**config.mk**
```make
export PLATFORM = sky130hd
export DESIGN_NAME = align_sequencer_flat
export DESIGN_NICKNAME = d
export VERILOG_FILES = /design/src/rtl/align_sequencer_if.sv /design/src/rtl/align_sequencer.sv /design/src/flat_wrapper.sv
export SDC_FILE = /design/constraint.sdc
export NUM_CORES = 1
export LEC_CHECK = 0
export CORE_ASPECT_RATIO = 2
export CORE_UTILIZATION = 40
export DETAILED_ROUTE_END_ITERATION = 7
export PLACE_DENSITY = 0.68
export SYNTH_ARGS = -nofsm -noshare
export SYNTH_HDL_FRONTEND = slang
export SYNTH_SLANG_ARGS = --single-unit
```
**constraint.sdc**
```tcl
create_clock -name clk160 -period 8 [get_ports clk160]
set_clock_uncertainty 0.2 [all_clocks]
set_input_delay 2 -clock clk160 [delete_from_list [all_inputs] [get_ports clk160]]
set_output_delay 2 -clock clk160 [all_outputs]
set_load 0.02 [all_outputs]
```
**src/rtl/align_sequencer_if.sv**
```systemverilog
// Bundle between the alignment sequencer and its controller / delay_ctrl bank.
// master = the sequencer itself, slave = whatever drives and observes it.
interface align_sequencer_if #(
  parameter int unsigned NCH = 8
);
  logic                 start;
  logic                 abort;
  logic [NCH-1:0]       chan_mask;
  logic [5:0]           min_eye;
  logic [1:0]           max_retries;
  logic                 keep_tracking;
  logic [NCH-1:0]       delay_ready;
  logic [6*NCH-1:0]     eye_width;
  logic [NCH-1:0]       delay_mode;
  logic [NCH-1:0]       reset_counters;
  logic                 busy;
  logic                 done;
  logic [NCH-1:0]       chan_ok;
  logic [NCH-1:0]       chan_fail;
  logic [6*NCH-1:0]     eye_table;

  modport master (
    input  start, abort, chan_mask, min_eye, max_retries, keep_tracking,
           delay_ready, eye_width,
    output delay_mode, reset_counters, busy, done, chan_ok, chan_fail, eye_table
  );

  modport slave (
    output start, abort, chan_mask, min_eye, max_retries, keep_tracking,
           delay_ready, eye_width,
    input  delay_mode, reset_counters, busy, done, chan_ok, chan_fail, eye_table
  );
endinterface

```
**src/rtl/align_sequencer.sv**
```systemverilog
// Sweeps delay_ctrl channels one at a time: enable auto mode, wait for lock,
// let the eye settle, then grade the captured eye_width against min_eye.
module align_sequencer #(
  parameter int unsigned NCH     = 8,
  parameter int unsigned TIMEOUT = 20'hFFFFF,
  parameter int unsigned SETTLE  = 32
) (
  input logic               clk160,
  input logic               rst,
  align_sequencer_if.master bus
);
  localparam int unsigned HOLD_LEN = 8;
  localparam int unsigned MAX_TS   = (TIMEOUT > SETTLE) ? TIMEOUT : SETTLE;
  localparam int unsigned CNT_MAX  = (MAX_TS > HOLD_LEN) ? MAX_TS : HOLD_LEN;
  localparam int unsigned CNTW     = $clog2(CNT_MAX + 1);
  localparam int unsigned IDXW     = $clog2(NCH + 1);
  localparam int unsigned CHW      = (NCH > 1) ? $clog2(NCH) : 1;

  typedef enum logic [3:0] {
    S_IDLE, S_SELECT, S_ARM, S_WAIT_LOW, S_WAIT_HIGH,
    S_SETTLE, S_CHECK, S_HOLD, S_RELEASE, S_DONE
  } state_t;

  state_t           state_q, state_d;
  logic [IDXW-1:0]  idx_q, idx_d;
  logic [1:0]       retry_q, retry_d;
  logic [CNTW-1:0]  cnt_q, cnt_d;
  logic [NCH-1:0]   delay_mode_q, delay_mode_d;
  logic [NCH-1:0]   reset_counters_q, reset_counters_d;
  logic [NCH-1:0]   chan_ok_q, chan_ok_d;
  logic [NCH-1:0]   chan_fail_q, chan_fail_d;
  logic [5:0]       eye_table_q [NCH];
  logic [5:0]       eye_table_d [NCH];
  logic [5:0]       eye_in [NCH];
  logic [CHW-1:0]   ch;
  logic             idx_end;
  logic             attempt_fail;

  genvar gi;
  generate
    for (gi = 0; gi < NCH; gi++) begin : g_eye
      assign eye_in[gi]                 = bus.eye_width[6*gi +: 6];
      assign bus.eye_table[6*gi +: 6]   = eye_table_q[gi];
    end
  endgenerate

  assign ch      = idx_q[CHW-1:0];
  assign idx_end = (idx_q == IDXW'(NCH));

  always_comb begin
    state_d          = state_q;
    idx_d            = idx_q;
    retry_d          = retry_q;
    cnt_d            = cnt_q;
    delay_mode_d     = delay_mode_q;
    reset_counters_d = '0;
    chan_ok_d        = chan_ok_q;
    chan_fail_d      = chan_fail_q;
    eye_table_d      = eye_table_q;
    attempt_fail     = 1'b0;

    // Abort leaves completed channels' flags and tracking untouched.
    if (bus.abort && state_q != S_IDLE && state_q != S_DONE) begin
      if (!idx_end) delay_mode_d[ch] = 1'b0;
      state_d = S_DONE;
    end else begin
      unique case (state_q)
        S_IDLE: if (bus.start) begin
          chan_ok_d   = '0;
          chan_fail_d = '0;
          retry_d     = '0;
          idx_d       = '0;
          state_d     = S_SELECT;
        end
        S_SELECT: begin
          if (idx_end)                 state_d = S_DONE;
          else if (bus.chan_mask[ch])  state_d = S_ARM;
          else                         idx_d   = idx_q + 1'b1;
        end
        S_ARM: begin
          delay_mode_d[ch] = 1'b1;
          cnt_d            = CNTW'(TIMEOUT);
          state_d          = S_WAIT_LOW;
        end
        S_WAIT_LOW: begin
          if (!bus.delay_ready[ch]) begin
            cnt_d   = CNTW'(TIMEOUT);
            state_d = S_WAIT_HIGH;
          end else if (cnt_q <= CNTW'(1)) attempt_fail = 1'b1;
          else cnt_d = cnt_q - 1'b1;
        end
        S_WAIT_HIGH: begin
          if (bus.delay_ready[ch]) begin
            cnt_d   = CNTW'(SETTLE);
            state_d = S_SETTLE;
          end else if (cnt_q <= CNTW'(1)) attempt_fail = 1'b1;
          else cnt_d = cnt_q - 1'b1;
        end
        S_SETTLE: begin
          if (cnt_q <= CNTW'(1)) begin
            eye_table_d[ch] = eye_in[ch];
            state_d         = S_CHECK;
          end else cnt_d = cnt_q - 1'b1;
        end
        S_CHECK: begin
          if (eye_table_q[ch] >= bus.min_eye) begin
            chan_ok_d[ch]        = 1'b1;
            reset_counters_d[ch] = 1'b1;
            state_d              = S_RELEASE;
          end else attempt_fail = 1'b1;
        end
        // The following ARM cycle is the last of the HOLD_LEN low cycles.
        S_HOLD: begin
          if (cnt_q <= CNTW'(1)) state_d = S_ARM;
          else                   cnt_d   = cnt_q - 1'b1;
        end
        S_RELEASE: begin
          delay_mode_d[ch] = chan_ok_q[ch] & bus.keep_tracking;
          retry_d          = '0;
          idx_d            = idx_q + 1'b1;
          state_d          = S_SELECT;
        end
        S_DONE:  state_d = S_IDLE;
        default: state_d = S_IDLE;
      endcase

      if (attempt_fail) begin
        if (retry_q < bus.max_retries) begin
          retry_d          = retry_q + 1'b1;
          delay_mode_d[ch] = 1'b0;
          cnt_d            = CNTW'(HOLD_LEN - 1);
          state_d          = S_HOLD;
        end else begin
          chan_fail_d[ch] = 1'b1;
          state_d         = S_RELEASE;
        end
      end
    end
  end

  always_ff @(posedge clk160) begin
    if (rst) begin
      state_q          <= S_IDLE;
      idx_q            <= '0;
      retry_q          <= '0;
      cnt_q            <= '0;
      delay_mode_q     <= '0;
      reset_counters_q <= '0;
      chan_ok_q        <= '0;
      chan_fail_q      <= '0;
      eye_table_q      <= '{default: '0};
    end else begin
      state_q          <= state_d;
      idx_q            <= idx_d;
      retry_q          <= retry_d;
      cnt_q            <= cnt_d;
      delay_mode_q     <= delay_mode_d;
      reset_counters_q <= reset_counters_d;
      chan_ok_q        <= chan_ok_d;
      chan_fail_q      <= chan_fail_d;
      eye_table_q      <= eye_table_d;
    end
  end

  assign bus.delay_mode     = delay_mode_q;
  assign bus.reset_counters = reset_counters_q;
  assign bus.chan_ok        = chan_ok_q;
  assign bus.chan_fail      = chan_fail_q;
  assign bus.busy           = (state_q != S_IDLE) && (state_q != S_DONE);
  assign bus.done           = (state_q == S_DONE);
endmodule

```
**src/flat_wrapper.sv**
```systemverilog
// flat-port wrapper written by rule: the top's interface ports become plain ports
module align_sequencer_flat 
#(
  parameter int unsigned NCH     = 8,
  parameter int unsigned TIMEOUT = 20'hFFFFF,
  parameter int unsigned SETTLE  = 32
)
  (clk160, rst, bus_start, bus_abort, bus_chan_mask, bus_min_eye, bus_max_retries, bus_keep_tracking, bus_delay_ready, bus_eye_width, bus_delay_mode, bus_reset_counters, bus_busy, bus_done, bus_chan_ok, bus_chan_fail, bus_eye_table);
  align_sequencer_if #(.NCH(NCH)) bus_i ();
  input logic clk160;
  input logic rst;
  input wire logic [$bits(bus_i.start)-1:0] bus_start;
  input wire logic [$bits(bus_i.abort)-1:0] bus_abort;
  input wire logic [$bits(bus_i.chan_mask)-1:0] bus_chan_mask;
  input wire logic [$bits(bus_i.min_eye)-1:0] bus_min_eye;
  input wire logic [$bits(bus_i.max_retries)-1:0] bus_max_retries;
  input wire logic [$bits(bus_i.keep_tracking)-1:0] bus_keep_tracking;
  input wire logic [$bits(bus_i.delay_ready)-1:0] bus_delay_ready;
  input wire logic [$bits(bus_i.eye_width)-1:0] bus_eye_width;
  output wire logic [$bits(bus_i.delay_mode)-1:0] bus_delay_mode;
  output wire logic [$bits(bus_i.reset_counters)-1:0] bus_reset_counters;
  output wire logic [$bits(bus_i.busy)-1:0] bus_busy;
  output wire logic [$bits(bus_i.done)-1:0] bus_done;
  output wire logic [$bits(bus_i.chan_ok)-1:0] bus_chan_ok;
  output wire logic [$bits(bus_i.chan_fail)-1:0] bus_chan_fail;
  output wire logic [$bits(bus_i.eye_table)-1:0] bus_eye_table;
  assign bus_i.start = bus_start;
  assign bus_i.abort = bus_abort;
  assign bus_i.chan_mask = bus_chan_mask;
  assign bus_i.min_eye = bus_min_eye;
  assign bus_i.max_retries = bus_max_retries;
  assign bus_i.keep_tracking = bus_keep_tracking;
  assign bus_i.delay_ready = bus_delay_ready;
  assign bus_i.eye_width = bus_eye_width;
  assign bus_delay_mode = bus_i.delay_mode;
  assign bus_reset_counters = bus_i.reset_counters;
  assign bus_busy = bus_i.busy;
  assign bus_done = bus_i.done;
  assign bus_chan_ok = bus_i.chan_ok;
  assign bus_chan_fail = bus_i.chan_fail;
  assign bus_eye_table = bus_i.eye_table;
  align_sequencer #(.NCH(NCH), .TIMEOUT(TIMEOUT), .SETTLE(SETTLE)) u_core (.clk160(clk160), .rst(rst), .bus(bus_i));
endmodule
```
==> metrics.md, run 1 <==
| Metric | Value |
|---|---|
| Multi-input logic area | approximately 0.0037 mm² |
| Adder-cell share of the synthesized area | approximately 2.4% |
| Mapped cell area | roughly 0.006 mm² |
| Antenna Cells | 0 |
| Max VDD drop | 178 µV |
| Final net count | around 1000 |
| Max-cap viol count | 0 |
| Rows | 63 |
| Routed length per placed instance | about 20 µm |
| Critical Path Max Stage Delay | about 0.59 ns |
| Cts hold-fix bufs | 0 |
| Largest net degree at the start of global routing | between 80 and 90 |
| Critical Path Stages | 10 |
| 1st-pass router iterations | 8 |
| Setup Buffers After CTS | 0 |
| DP Cell Count | roughly 1100 |
| FF/Latch Area | 0.00220 mm² |
| CP delay by family, top | compound AO/OA/AOI/OAI gates |
| Worst-Margin Slew | between 0.9 and 1 ns |
| Root buf cell | clkbuf_16 |
| Slew headroom | roughly a third |
| Crit path kind | in -> reg |
| CTS H-tree depth | 3 |
| CP max FO | 5 |
| Cts repair resizes | 0 |
| WHS Path Cells | 2 |
| Num CTS Buffers | 9 |
| Syn Inst Count | approximately 800 |
| Tightest Hold Check Type | reg -> reg |
| Final Cell Area | between 0.008 and 0.009 mm² |
| Post-synth ARST share | 0% |
| Post-Route WL | 22300 µm |
| Arrival time of data at the critical path endpoint | 4.78 ns |
| Mux cell area share after synthesis | between 4 and 5% |
| Final min period | 4.79 ns |
| Post-route ant nets | 0 |
| CP cell instances | clkdlybuf4s50_1 > inv_1 > ha_1 > a21o_1 > a2111oi_0 > o31ai_1 > a31oi_1 > o2111ai_1 > o21ai_0 > a221oi_1 |
| CP startpoint kind | primary input |
| Final-report setup violation count | 0 |
| Finished Core Util | 54.7% |
| Final Hold Fails | 0 |
| Netlist cell types | 67 |
| Worst EP required | ~8 ns |
| Vias in the first global route | 6442 |
| Largest family of logic cells by synthesized area | simple AND/OR/NAND/NOR gates |
| Area of the core | about 0.015 mm² |
| CP Buf/Inv Count | 2 |
| Reg clk slew, reported paths | 0.08 ns |
| Top-area cell type share of the netlist area | a little over a third |
| Mapped Avg Cell Area | a little under 8 µm² |
| Initial antenna violation count | 0 |
| Final setup TNS | 0 ns |
| PwrDens | around 280 mW/mm² |
| IO Port Bufs | 158 |
| Sink Count | 110 |
| Via count | 6530 |
| Io pins | roughly 160 |
| Syn_nets | roughly 870 |
| Die Width | slightly below 90 µm |
| Post-DP Area | 0.00783 mm² |
| Detailed-route DRC error count | 0 |
| Global placer's final weighted congestion | between 0.9 and 1 |
| DRT iter0 DRCs | about 460 |
| Most frequent cells in the layout | 157 x clkdlybuf4s50_1, 156 x nand2_1, 110 x dfxtp_1 |
| Total track usage | 29.1% |
| EDFF count, synth | 0 |
| Sequential fraction of the synthesis area | 36.0% |
| Flops & latches, synth | between 100 and 150 |
| R2R depth | 14 |
| Worst Setup End Kind | flip-flop |
| Vias per std cell | roughly 5.9 |
| FF-to-FF setup slack | 3.53 ns |
| XOR/XNOR Fraction of Synth Area | 1.00% |
| Peak Freq | 209 MHz |
| Area growth, synth to finish | 33.0% |
| Initial core utilization | about two fifths |
| Slew Limit Fails | 0 |
| Slowest cell on crit path | a31oi_1 |
| RSZ-0062 raised after global routing | no |
| Compound-Gate Fraction of Synth Area | about 25% |
| Gr ovfl total | 0 |
| Ys flop type | dfxtp_1 |
| Main area contributors after synthesis | dfxtp_1 36%, nand2_1 9.6%, a21oi_1 6.4%, a22oi_1 4.7%, o21ai_0 4.0% |
| First-pass GRT wire length | around 34000 µm |
| Area leader, netlist | dfxtp_1 |
| Clk buf depth | 2 |
| Outcome | complete, no violations |
| Final Cycle Share | 59.9% |
| Dpl hpwl | about 17000 µm |
| Die height | about 180 µm |
| Leak Pwr | approximately 3 nW |
| Ratio of cells with drive above 1 in the final layout | a little over 7% |
| Synth Area in Simple Gates | around 27% |
| Most common cell after layout, fill and taps aside | clkdlybuf4s50_1 |
| TritonCTS clock tree | done |
| Fill cell count | between 1000 and 1500 |
| Die area | roughly 0.016 mm² |
| Syn. warnings | 0 |
| Final hold slack | approximately 0.26 ns |
| Clock latency on the worst-skew pair | roughly 0.36 ns |
| Finished Layout Cells | 1113 |
## metrics by stage
stage	setup WS (ns)	power, mW
final	3.21	2.26
after global routing	3.03	2.39
after CTS	3.27	2.24
after detailed placement	2.90	1.78
after global placement	2.93	1.77
after floorplan	3.76	1.47
## logic make-up after synthesis
kind of cell	after synthesis
flip-flops	110
AO/OA/AOI/OAI	238
adder cells (fa/ha/maj)	12
XOR/XNOR	7
AND/OR/NAND/NOR	333
buffers and inverters	61
multiplexers	19
## worst min-delay path, stage by stage (launching register included)
cell     delay (ns)
dfxtp_1        0.33
nand2_1        0.05
o21ai_0        0.06
## registers in the layout, summed over array words and instances, names as in the netlist
register / cells
u_core.bus.eye_table: 48
u_core.cnt_q: 20
u_core.bus.chan_fail: 8
u_core.bus.chan_ok: 8
u_core.bus.delay_mode: 8
u_core.bus.reset_counters: 8
u_core.idx_q: 4
u_core.state_q: 4
u_core.retry_q: 2
## final timing paths
path,start,endpoint
max,bus_min_eye[4],u_core.cnt_q[5]$_SDFFE_PP0N_
min,u_core.bus.chan_fail[3]$_SDFFE_PP0N_,u_core.bus.chan_fail[3]$_SDFFE_PP0N_
min reg2reg,u_core.bus.chan_fail[3]$_SDFFE_PP0N_,u_core.bus.chan_fail[3]$_SDFFE_PP0N_
max reg2reg,u_core.idx_q[1]$_SDFFE_PP0P_,u_core.state_q[0]$_SDFFE_PP0P_
## cell type report
type                    count  area share [%]
multi-input cells         609            45.1
flip-flops and latches    110            27.0
repair buffers            170            20.5
well taps                 195            3.00
clock buffers               9            2.77
clock inverters             7            1.03
inverters                  13           0.599
## cells in the mapped netlist (10+ instances only)
library cell  instances
nand2_1             156
dfxtp_1             110
a21oi_1              78
nor2_1               56
o21ai_0              49
clkbuf_1             43
a22oi_1              38
nor3_1               29
inv_1                13
a21o_1               12
a221oi_1             12
nand2b_1             12
ha_1                 11
nand3_1              10
## power by group
group	switching (mW)	internal, mW
registers	0.0766	0.592
clock network	0.241	0.225
logic	0.719	0.403
total	1.04	1.22
## routing by layer
metal  part of all wire, %  GRT usage, %  vias up
met5                     0             0        -
met4                   6.1          17.7        0
met3                   4.8          3.59       82
met2                    55          53.6      314
met1                    34          30.1     3052
li1                      -             -     3082
No activity file was read; power rests on OpenSTA's default activity.
==> inputs of run 2 (changes only) <==
- PLACE_DENSITY: 0.68 -> 0.7
- clock period: 8 -> 4.15 ns (I/O delays scaled with it)
==> run 2 against run 1 <==
Critical endpoint is now u_core.state_q[0]$_SDFFE_PP0P_. Total power up 96%. Via count up 2.8%. Worst setup slack worse by 3.0 ns. Combinational power grew 99%. Largest cell class unchanged. Register-to-register slack worse by 3.3 ns. Global-route usage up 0.41 points. Wire length increased by 1.2%. Utilization up 0.86 points. Critical path depth is 2 higher. Worst hold slack worse by 0.0018 ns.
==> metrics.md, run 2 (synthesis gave the netlist of run 1 again) <==
| Metric | Value |
|---|---|
| Outcome | complete, no violations |
| DRT iter0 DRCs | 448 |
| Largest net degree at the start of global routing | 83 |
| Die Width | between 80 and 90 µm |
| Vias in the first global route | 6604 |
| IO Port Bufs | roughly 160 |
| Most frequent cells in the layout | 157 x clkdlybuf4s50_1, 156 x nand2_1, 110 x dfxtp_1 |
| Via count | about 6700 |
| Cts hold-fix bufs | 0 |
| Worst-Margin Slew | approximately 0.97 ns |
| Antenna Cells | 0 |
| Pre-CTS WS | between 0.1 and 0.15 ns |
| Final Cycle Share | between 90% and 100% |
| Sink Count | 110 |
| Final-report setup violation count | 0 |
| Worst EP required | 4.16 ns |
| Initial antenna violation count | 0 |
| Clock latency on the worst-skew pair | ~0.36 ns |
| Worst Setup End Kind | flip-flop |
| Final worst slack | 0.199 ns |
| Clk buf depth | 2 |
| Max-cap viol count | 0 |
| R2R depth | 12 |
| WHS Path Cells | 2 |
| Final setup TNS | 0 ns |
| Global placer's final weighted congestion | about 0.93 |
| Post-Route WL | approximately 23000 µm |
| Cts repair resizes | 0 |
| Routed length per placed instance | between 15 and 20 µm |
| PwrDens | 536 mW/mm² |
| CP max FO | 9 |
| Max FFs per register | between 40 and 50 |
| Initial core utilization | approximately 40% |
| Area growth, synth to finish | 35.0% |
| Area of the core | between 0.01 and 0.015 mm² |
| TritonCTS clock tree | done |
| Final min period | 3.95 ns |
| Peak Freq | ~250 MHz |
| Root buf cell | clkbuf_16 |
| Most common cell after layout, fill and taps aside | clkdlybuf4s50_1 |
| RSZ-0062 raised after global routing | no |
| 1st-pass router iterations | 5 |
| Dpl hpwl | 17400 µm |
| Die area | between 0.015 and 0.02 mm² |
| Slew Limit Fails | 0 |
| Tot Pwr | 4.43 mW |
| Detailed-route DRC error count | 0 |
| Total track usage | between 20 and 30% |
| CTS H-tree depth | 3 |
| CP startpoint kind | flip-flop |
| Max VDD drop | between 300 and 400 µV |
| Final Hold Fails | 0 |
| First-pass GRT wire length | roughly 35000 µm |
| Ratio of cells with drive above 1 in the final layout | under 10% |
| Vias per std cell | between 5 and 6 |
| Rows | 63 |
| Slew headroom | between 30% and 40% |
| Fill cell count | approximately 1400 |
| Num CTS Buffers | 9 |
| Tightest Hold Check Type | reg -> reg |
| Final net count | 1017 |
| Leak Pwr | a little over 3 nW |
| Gr ovfl total | 0 |
| Io pins | between 150 and 200 |
| Post-route ant nets | 0 |
| Crit path kind | reg -> reg |
| Reg clk slew, reported paths | about 0.08 ns |
| Arrival time of data at the critical path endpoint | approximately 4.0 ns |
| Die height | 177 µm |
| Setup Buffers After CTS | 0 |
==> run 2: area by class of cell <==
cell class	instances	area (µm²)	area share, %
Inverter	13	48.8	0.590
Tap cell	195	244	2.95
Sequential cell	110	2200	26.6
Timing Repair Buffer	186	1790	21.6
Clock buffer	9	225	2.72
Clock inverter	7	90.1	1.09
Multi-Input combinational cell	609	3670	44.4
==> run 2: worst max-delay path: stages, from the launching register on <==
cell	delay, ns
dfxtp_1	0.46
buf_4	0.22
and3_1	0.42
a22oi_1	0.18
and4_1	0.22
ha_1	0.27
nand2b_1	0.09
a211oi_1	0.08
o31a_1	0.37
a2111oi_1	0.61
nand3_1	0.15
a221oi_1	0.40
o22ai_1	0.13
==> run 2: path summary, 6_finish.rpt <==
path / endpoint / slack, ns / start
min: u_core.bus.chan_fail[3]$_SDFFE_PP0N_ / 0.26 / u_core.bus.chan_fail[3]$_SDFFE_PP0N_
min reg2reg: u_core.bus.chan_fail[3]$_SDFFE_PP0N_ / 0.26 / u_core.bus.chan_fail[3]$_SDFFE_PP0N_
max: u_core.state_q[0]$_SDFFE_PP0P_ / 0.20 / u_core.idx_q[1]$_SDFFE_PP0P_
max reg2reg: u_core.state_q[0]$_SDFFE_PP0P_ / 0.20 / u_core.idx_q[1]$_SDFFE_PP0P_
==> run 2: metrics by stage <==
stage / util [%] / hold WS [ns] / std cells / cell area (µm²)
global placement: 53.4 / 0.237 / 1113 / 7960
finish: 55.5 / 0.263 / 1129 / 8270
floorplan: - / 0.245 / 780 / 6130
global route: 55.5 / 0.284 / 1129 / 8270
CTS: 55.5 / 0.263 / 1129 / 8270
detailed placement: 53.4 / 0.246 / 1113 / 7960
==> run 2: report_power, final <==
| group | switching [mW] | internal, mW |
|---|---|---|
| Sequential | 0.161 | 1.14 |
| Combinational | 1.42 | 0.811 |
| Clock | 0.461 | 0.433 |
==> run 2: per-layer routing <==
| metal | wire length [µm] | global-route usage (%) |
|---|---|---|
| met1 | 7560 | 30.5 |
| met2 | 12200 | 52.9 |
| met3 | 1250 | 3.92 |
| met4 | 1550 | 20.7 |
| met5 | 0 | 0 |
==> inputs of run 3 (changes only) <==
==> constraint.sdc (replaced) <==
create_clock -name clk160 -period 4.15 [get_ports clk160]
set_clock_uncertainty 0.2 [all_clocks]
set_input_delay 0.83 -clock clk160 [delete_from_list [all_inputs] [get_ports clk160]]
set_output_delay 0.83 -clock clk160 [all_outputs]
set_load 0.02 [all_outputs]
==> run 3 against run 2 <==
Final cell count decreased by 0.62%. Utilization shrank 0.24 points. Total power increased by 0.11%. Sequential share of layout area up 0.13 points. Wire length rose by 1.1%. Global-route usage rose by 0.34 points. Count of clock-buffer cells in the layout did not move. Critical path depth did not move. Sequential power about the same. Worst setup slack gained 0.21 ns. Largest cell class unchanged.
==> metrics.md, run 3 (synthesis gave the netlist of run 1 again) <==
| Metric | Value |
|---|---|
| Outcome | complete, no violations |
| Tightest Hold Check Type | reg -> reg |
| Final Cycle Share | about nine tenths |
| Fill cell count | 1400 |
| Root buf cell | clkbuf_16 |
| Post-Route WL | between 20000 and 25000 µm |
| Most common cell after layout, fill and taps aside | clkdlybuf4s50_1 |
| PwrDens | approximately 540 mW/mm² |
| CTS H-tree depth | 3 |
| Initial core utilization | 41.1% |
| Tot Pwr | around 4.4 mW |
| Pre-CTS WS | between 0.2 and 0.25 ns |
| Post-DP Area | between 0.007 and 0.008 mm² |
| RSZ-0062 raised after global routing | no |
| Num CTS Buffers | 9 |
| Critical Path Stages | 12 |
| Worst-Margin Slew | between 1 and 1.5 ns |
| 1st-pass router iterations | 7 |
| Final-report setup violation count | 0 |
| Leak Pwr | around 3.1 nW |
| Io pins | roughly 160 |
| Arrival time of data at the critical path endpoint | 3.75 ns |
| Global placer's final weighted congestion | about 0.94 |
| Final min period | approximately 3.7 ns |
| Max-cap viol count | 0 |
| Total track usage | between 20% and 30% |
| Max VDD drop | 356 µV |
| Post-route ant nets | 0 |
| Final Hold Fails | 0 |
| R2R depth | 12 |
| Worst EP required | roughly 4.2 ns |
| Sink Count | 110 |
| TritonCTS clock tree | done |
| Detailed-route DRC error count | 0 |
| Worst Setup End Kind | flip-flop |
| Via count | 6636 |
| Final net count | 1010 |
| Die Width | between 80 and 90 µm |
| Area of the core | 0.0149 mm² |
| Peak Freq | roughly 270 MHz |
| Final setup TNS | 0 ns |
| Ratio of cells with drive above 1 in the final layout | under 10% |
| Routed length per placed instance | between 20 and 25 µm |
| First-pass GRT wire length | 35100 µm |
| CP delay by family, top | compound AO/OA/AOI/OAI gates |
| WHS Path Cells | 2 |
| Die area | roughly 0.016 mm² |
| Area growth, synth to finish | 34.5% |
| Slowest cell on crit path | dfxtp_1 |
| Final Cell Area | roughly 0.008 mm² |
| CP max FO | 8 |
| Critical Path Max Stage Delay | roughly 0.47 ns |
| Vias in the first global route | 6628 |
| CP startpoint kind | flip-flop |
| Initial antenna violation count | 0 |
| Largest net degree at the start of global routing | between 80 and 90 |
| Max FFs per register | 48 |
| Die height | about 180 µm |
| Reg clk slew, reported paths | about 0.090 ns |
| IO Port Bufs | ~160 |
| Cts hold-fix bufs | 0 |
| Most frequent cells in the layout | 157 x clkdlybuf4s50_1, 156 x nand2_1, 109 x dfxtp_1 |
| Antenna Cells | 0 |
| Gr ovfl total | 0 |
| Finished Core Util | 55.3% |
| DRT iter0 DRCs | 486 |
| Slew headroom | approximately 28% |
| Vias per std cell | a little under 6 |
| Clk buf depth | 2 |
| Final worst slack | around 0.41 ns |
| Clock latency on the worst-skew pair | ~0.37 ns |
| Slew Limit Fails | 0 |
| CP Buf/Inv Count | 0 |
| Rows | 63 |
| CP cell instances | nor2b_1 > and2_1 > a22oi_1 > and4_1 > ha_1 > nand2b_1 > a211oi_1 > o31a_1 > a2111oi_2 > nand3_1 > a221oi_1 > o22ai_1 |
| Crit path kind | reg -> reg |
| Dpl hpwl | around 17000 µm |
## run 3: cell types whose count changed in the layout (fill, tap and decap cells not counted)
cell	previous run	this run
buf_4	28	21
a2111oi_2	0	2
a2111oi_0	3	2
a2111oi_1	1	0
and2_1	5	4
and2_2	0	1
clkinvlp_4	1	0
dfxtp_1	110	109
dfxtp_2	0	1
inv_8	0	1
## run 3: routing by layer
layer / GRT usage (%) / share of wire (%) / vias to the layer above
met4: 19.2 / 5.9 / 0
met5: 0 / 0 / -
met1: 31.4 / 35 / 3158
met2: 54.0 / 54 / 287
met3: 3.54 / 4.8 / 86
li1: - / - / 3105
## run 3: power breakdown
part	leakage [nW]	internal [mW]	switching, mW
clock	0.154	0.438	0.486
combinational	2.03	0.799	1.41
sequential	0.888	1.14	0.161
total	3.08	2.38	2.06
## run 3: metrics by stage
step	instances	hold slack, ns
finish	1122	0.258
global route	1122	0.299
CTS	1121	0.263
detailed placement	1105	0.246
global placement	1105	0.234
floorplan	780	0.245
## run 3: worst min-delay path, cell delays in order (launching register included)
cell and delay [ns]:
dfxtp_1 0.33, nand2_1 0.04, o21ai_0 0.05
## run 3: worst paths after layout
check | slack [ns] | start | to
min | 0.26 | u_core.bus.chan_fail[4]$_SDFFE_PP0N_ | u_core.bus.chan_fail[4]$_SDFFE_PP0N_
max reg2reg | 0.41 | u_core.idx_q[2]$_SDFFE_PP0P_ | u_core.state_q[0]$_SDFFE_PP0P_
max | 0.41 | u_core.idx_q[2]$_SDFFE_PP0P_ | u_core.state_q[0]$_SDFFE_PP0P_
min reg2reg | 0.26 | u_core.bus.chan_fail[4]$_SDFFE_PP0N_ | u_core.bus.chan_fail[4]$_SDFFE_PP0N_
## run 3: timing repair
action / CTS / global route
setup endpoints to repair: 0 / 19
buffers inserted: 0 / 1
gates resized for setup: 0 / 5
## run 3: final cells by class
class	instances	area, µm²	share of cell area [%]
Clock buffer	9	225	2.73
Clock inverter	7	93.8	1.14
Inverter	13	48.8	0.593
Multi-Input combinational cell	609	3690	44.8
Sequential cell	110	2200	26.8
Tap cell	195	244	2.96
Timing Repair Buffer	179	1730	21.1
==> patch 1, RTL diff (config.mk and constraints of run 2) <==
`NCH` is set to 8 in 3 places; all go to 4.
--- a/src/rtl/align_sequencer_if.sv
+++ b/src/rtl/align_sequencer_if.sv
@@ -3,3 +3,3 @@
 interface align_sequencer_if #(
-  parameter int unsigned NCH = 8
+  parameter int unsigned NCH = 4
 );
--- a/src/rtl/align_sequencer.sv
+++ b/src/rtl/align_sequencer.sv
@@ -3,3 +3,3 @@
 module align_sequencer #(
-  parameter int unsigned NCH     = 8,
+  parameter int unsigned NCH     = 4,
   parameter int unsigned TIMEOUT = 20'hFFFFF,
--- a/src/flat_wrapper.sv
+++ b/src/flat_wrapper.sv
@@ -3,3 +3,3 @@
 #(
-  parameter int unsigned NCH     = 8,
+  parameter int unsigned NCH     = 4,
   parameter int unsigned TIMEOUT = 20'hFFFFF,
Ports: changed (8 resized); port bits go from 159 to 87. No check against the original RTL was run, so the function may have changed too.
==> patch 1 against run 2 <==
- final area shrank 33%
- highest routed layer unchanged
- critical endpoint is now u_core.bus.delay_mode[1]
- via count shrank 37%
- worst setup slack gained 110 ps
- total power shrank 12%
- routed wire length shrank 40%
- synthesized area shrank 32%
- sequential cell count shrank 41
- first-iteration DRC count shrank 23%
- clock power grew 2%
- largest power group unchanged
- core utilization shrank 0.78 points
==> patch 1: results (changes against run 2) <==
Parameter                              Value

Synth
  Synth unique cells    62 (-7.5%)
  Top post-synthesis cells by area    sky130_fd_sc_hd__dfxtp_1 33%, sky130_fd_sc_hd__mux4_2 8.1%, sky130_fd_sc_hd__a21oi_1 5.6%
  Post-synthesis sequential area ratio    33.1% (-2.9 points)
  Cell types with the highest counts after synthesis    69 x sky130_fd_sc_hd__dfxtp_1, 59 x sky130_fd_sc_hd__nor2_1, 47 x sky130_fd_sc_hd__a21oi_1, 31 x sky130_fd_sc_hd__o21ai_0, 29 x sky130_fd_sc_hd__nand2_1
  Proportion of register bits with asynchronous set or reset after synthesis    0% (unchanged)
  Syn. warnings    0 (unchanged)
  Post-Syn Area per Cell    8.40 µm² (+7.0%)
  Post-synth net total    555 (-36%)

Placement
  Count of input and output buffers    86 (-46%)
  Routability cong.    0.853 (-8.3%)
  Sum of net half-perimeters after detailed placement    10.4 mm (-40%)
  Number of instances in the placed design    705 (-37%)
  Standard cell area after detailed placement    0.00521 mm² (-35%)
  Placement Setup Slack    -52.6 ps (-178 ps)

Detailed routing
  Pre-Repair DR Iteration Count    5 (unchanged)
  Metal1 wirelength    4.31 mm (-43%)
  Uppermost routed layer    met4
  Via-per-instance ratio    5.85 (-1.7%)
  Via total after detailed routing    4215 (-37%)
  Wire length on met2    7.65 mm (-37%)
  Detailed-routed wire length on met3    672 µm (-46%)
  Number of DRC violations after detailed-routing iteration 0    347 (-23%)
  Total Wirelength    13.5 mm (-40%)

Final layout
  # diodes    0 (unchanged)
  Flip-flop count of the largest register, all copies and words added    24 (-50%)
  Proportion of layout cells with a drive suffix above 1    10.9% (+2.2 points)
  Number of nets in the final layout    639 (-37%)

GRT
  Total global-route track usage    26.4% (-3.2 points)
  Antenna violations before repair    0 (unchanged)
  Via count of the first global-routing pass    4359 (-34%)
  Wire length of the first global-routing pass    21.5 mm (-38%)
  Pin count of the biggest net entering global routing    27 (-67%)

Power and ir drop
  Worst VDD drop    309 µV (+2.1%)
  Leakage power of the design    2.28 nW (-27%)
  Internal cell power    2.15 mW (-9.9%)

Clock network
  Root Buffer    sky130_fd_sc_hd__clkbuf_16
  Setup Buffers After CTS    0 (unchanged)
  Worst-path clk slew    60 ps (-20 ps)
  Bufs on Longest Clock Path    2 (unchanged)
  Worst skew pair latency    340 ps (-20 ps)
  Post-CTS Resized    0 (unchanged)
  Total CTS buffers    9 (unchanged)
  H-tree Lvls    3 (unchanged)

Min path
  Hold WC Path Type    register to register

Run status
  Outcome    complete, no violations

Critical path
  Slowest Stage Delay on Critical Path    620 ps
  Maximum fanout along the worst path    6 (-3)
  CP max-delay cell    sky130_fd_sc_hd__a2111oi_0
  Endpoint arrival time on the critical path    3870 ps (-90 ps)

STA
  Transition time at the pin with the least slew margin    860 ps (-107 ps)
-- patch 1: worst max-delay path, delay by kind of cell --
| family | cells | cell delay, ps |
|---|---|---|
| AO/OA/AOI/OAI | 7 | 2030 |
| adder cells (fa/ha/maj) | 1 | 290 |
| buffers and inverters | 2 | 500 |
-- patch 1: area by class of cell --
type / count / area, µm²
Tap cell: 135 / 169
Clock buffer: 9 / 225
Inverter: 17 / 63.8
Clock inverter: 7 / 121
Multi-Input combinational cell: 382 / 2610
Fill cell: 965 / 4590
Timing Repair Buffer: 102 / 981
Sequential cell: 69 / 1380
-- patch 1: worst paths after layout --
kind                                              start                        to  slack, ps  cells after the start
worst min-delay path            u_core.bus.eye_table[6]   u_core.bus.eye_table[6]        280                      2
worst min register to register  u_core.bus.eye_table[6]   u_core.bus.eye_table[6]        280                      2
worst max-delay path                     bus_min_eye[4]  u_core.bus.delay_mode[1]        310                     10
worst max register to register          u_core.idx_q[0]  u_core.bus.delay_mode[1]        320                      8
-- patch 1: logic make-up (layout without fill, tap and decap cells) --
group	after synthesis	in the layout	share of synthesized area, %
AOI/OAI and AO/OA	141	141	21.0
muxes	36	36	13.2
xor gates and xnor gates	5	5	1.05
and+or+nand+nor	187	187	23.5
adders and majority gates	13	13	3.90
DFF	69	69	33.1
buffers and inverters	46	135	4.29
-- patch 1: routing by layer --
layer,up-vias,global-route usage [%]
met5,-,0
met4,0,19.0
met3,50,6.21
met2,143,49.3
met1,2037,22.8
li1,1985,-
-- patch 1: through the flow --
stage,hold slack (ps),util [%]
after floorplan,247,-
after detailed placement,265,51.3
after global placement,255,51.3
after global routing,304,54.7
after CTS,283,54.7
final,281,54.7
-- patch 1: power by group through the flow --
stage          registers (mW)  clock network [mW]  logic, mW
5_1_grt                 0.963               0.952       2.22
3_5_place_dp            0.954                   0       2.02
2_1_floorplan           0.843                   0       1.54
4_1_cts                 0.940               0.923       2.03
6_report                0.943               0.914       2.06
3_3_place_gp            0.946                   0       1.99
==> patch 2, RTL diff (config.mk and constraints of run 2) <==
Made on the original files. Re-encode `state_t` (10 states) as one-hot, 10 bits wide.
--- a/src/rtl/align_sequencer.sv
+++ b/src/rtl/align_sequencer.sv
@@ -18,5 +18,5 @@
 
-  typedef enum logic [3:0] {
-    S_IDLE, S_SELECT, S_ARM, S_WAIT_LOW, S_WAIT_HIGH,
-    S_SETTLE, S_CHECK, S_HOLD, S_RELEASE, S_DONE
+  typedef enum logic [9:0] {
+    S_IDLE = 10'b0000000001, S_SELECT = 10'b0000000010, S_ARM = 10'b0000000100, S_WAIT_LOW = 10'b0000001000, S_WAIT_HIGH = 10'b0000010000,
+    S_SETTLE = 10'b0000100000, S_CHECK = 10'b0001000000, S_HOLD = 10'b0010000000, S_RELEASE = 10'b0100000000, S_DONE = 10'b1000000000
   } state_t;
Formal check against the unedited RTL: no difference found for any inputs over 10 cycles, from zero or initial values and one cycle with rst high; not proved beyond that.
==> patch 2 against run 2 <==
- final area grew 3.4%
- largest cell class unchanged
- routed wire length grew 3.1%
- register-to-register slack better by 230 ps
- sequential cell count up 6
- synthesized area fell by 1.6%
- core utilization increased by 2.5 points
- worst setup slack gained 180 ps
- synthesized cell count shrank 0.90%
- die area fell by 1.6%
Power is not compared: it rests on default switching activity, and its combinational part moved more than twofold at a synthesized area within 25%.
==> patch 2: results (changes against run 2) <==
Parameter                              Value

Min path
  Hold Startpoint    u_core.bus.eye_table[3]
  End point of the worst hold path    u_core.bus.eye_table[3]

Placement
  Standard cell area after detailed placement    0.00792 mm² (-0.46%)
  Placement Setup Slack    347 ps (+222 ps)
  Number of instances in the placed design    1112 (-0.090%)

STA
  Max-slew headroom at the worst pin    27.5% (-8.0 points)
  Final worst-path setup slack    382 ps (+183 ps)
  Hold Slack    273 ps (+9.93 ps)

Synth
  Post-synthesis sequential area ratio    38.5% (+2.6 points)
  Cell types with the highest counts after synthesis    149 x sky130_fd_sc_hd__nand2_1, 116 x sky130_fd_sc_hd__dfxtp_1, 94 x sky130_fd_sc_hd__a21oi_1, 56 x sky130_fd_sc_hd__nor2_1, 55 x sky130_fd_sc_hd__a22oi_1
  Seq cells post-synth    116 (+5.5%)
  Top post-synthesis cells by area    sky130_fd_sc_hd__dfxtp_1 39%, sky130_fd_sc_hd__nand2_1 9.3%, sky130_fd_sc_hd__a21oi_1 7.8%
  Synth unique cells    65 (-3.0%)
  Post-Syn Area per Cell    7.80 µm² (-0.70%)

Critical path
  Start of the worst register-to-register path    u_core.idx_q[0]
  Maximum fanout along the worst path    6 (-3)
  Critical Path Source    u_core.state_q[5]
  Slowest Stage Delay on Critical Path    650 ps (+40 ps)
  Reg-to-reg setup timing slack    430 ps (+230 ps)
  Endpoint of the most critical register-to-register path    u_core.bus.delay_mode[0]

GRT
  Pin count of the biggest net entering global routing    68 (-18%)
  Wire length of the first global-routing pass    36.3 mm (+4.2%)
  Via count of the first global-routing pass    6920 (+4.8%)

Final layout
  Multi-input gate area    0.00348 mm² (-5.2%)
  Clock buffers    19 (+10)
  Number of filler instances in the final layout    1379 (-2.5%)
  Sequential share of cell area    27.2% (+0.54 points)
  Layout buffering overhead excluding clock cells    21.1% (-0.47 points)
  Number of nets in the final layout    1024 (+0.69%)
  Clock-cell share    7.30% (+3.5 points)
  Number of multi-input combinational cells in the layout    595 (-2.3%)
  Number of non-clock buffers in the layout    188 (+1.1%)

Clock network
  H-tree Lvls    4 (+1)
  Worst-path clk slew    60 ps (-20 ps)
  Total CTS buffers    17 (+8)
  Worst skew pair latency    420 ps (+60 ps)

Detailed routing
  Via-per-instance ratio    5.89 (-0.96%)
  Routed wire per std cell    20.3 µm (+1.8%)
  Pre-Repair DR Iteration Count    6 (+1)
  Total Wirelength    23.2 mm (+3.1%)

Run status
  Outcome    complete, no violations
==> patch 2: cell types whose count changed in the layout (fill, tap and decap cells not counted), moves of 7 or more <==
cell and delta:
sky130_fd_sc_hd__nand4_1 +12, sky130_fd_sc_hd__a21oi_1 +16, sky130_fd_sc_hd__nor2_8 -8, sky130_fd_sc_hd__a22oi_1 +17, sky130_fd_sc_hd__nand2_1 -7, sky130_fd_sc_hd__a221oi_1 -11
sky130_fd_sc_hd__clkbuf_16 +8, sky130_fd_sc_hd__nor3_1 -17, sky130_fd_sc_hd__o21ai_0 -19, sky130_fd_sc_hd__a31oi_1 +8
==> patch 2: metal layers <==
metal | vias up | GRT usage [%] | wire length (µm)
li1 | 3146 | - | -
met1 | 3172 | 28.8 | 7710
met2 | 326 | 57.6 | 12600
met3 | 93 | 7.00 | 1390
met4 | 0 | 22.2 | 1560
met5 | - | 0 | 0
==> patch 2: report_power, final <==
group,switching (mW),leakage [nW],internal (mW)
Combinational,0.620,1.85,0.339
Sequential,0.0443,0.935,1.14
Clock,0.573,0.301,0.986
Total,1.24,3.08,2.47
==> patch 2: repair_timing <==
item,4_1_cts,5_1_grt
setup endpoints to repair,0,2
endpoints found under the hold margin,0,0
gates resized for setup,0,2
==> patch 2: kinds of logic (layout without fill, tap and decap cells) <==
family / after synthesis / count (layout) / share of synthesized area, %
flip-flops: 116 / 116 / 38.5
adder cells (fa/ha/maj): 11 / 11 / 2.28
multiplexers: 7 / 7 / 1.83
AO/OA/AOI/OAI: 248 / 248 / 26.0
XOR/XNOR: 9 / 9 / 1.31
AND/OR/NAND/NOR: 320 / 320 / 26.0
buffers and inverters: 62 / 238 / 4.01
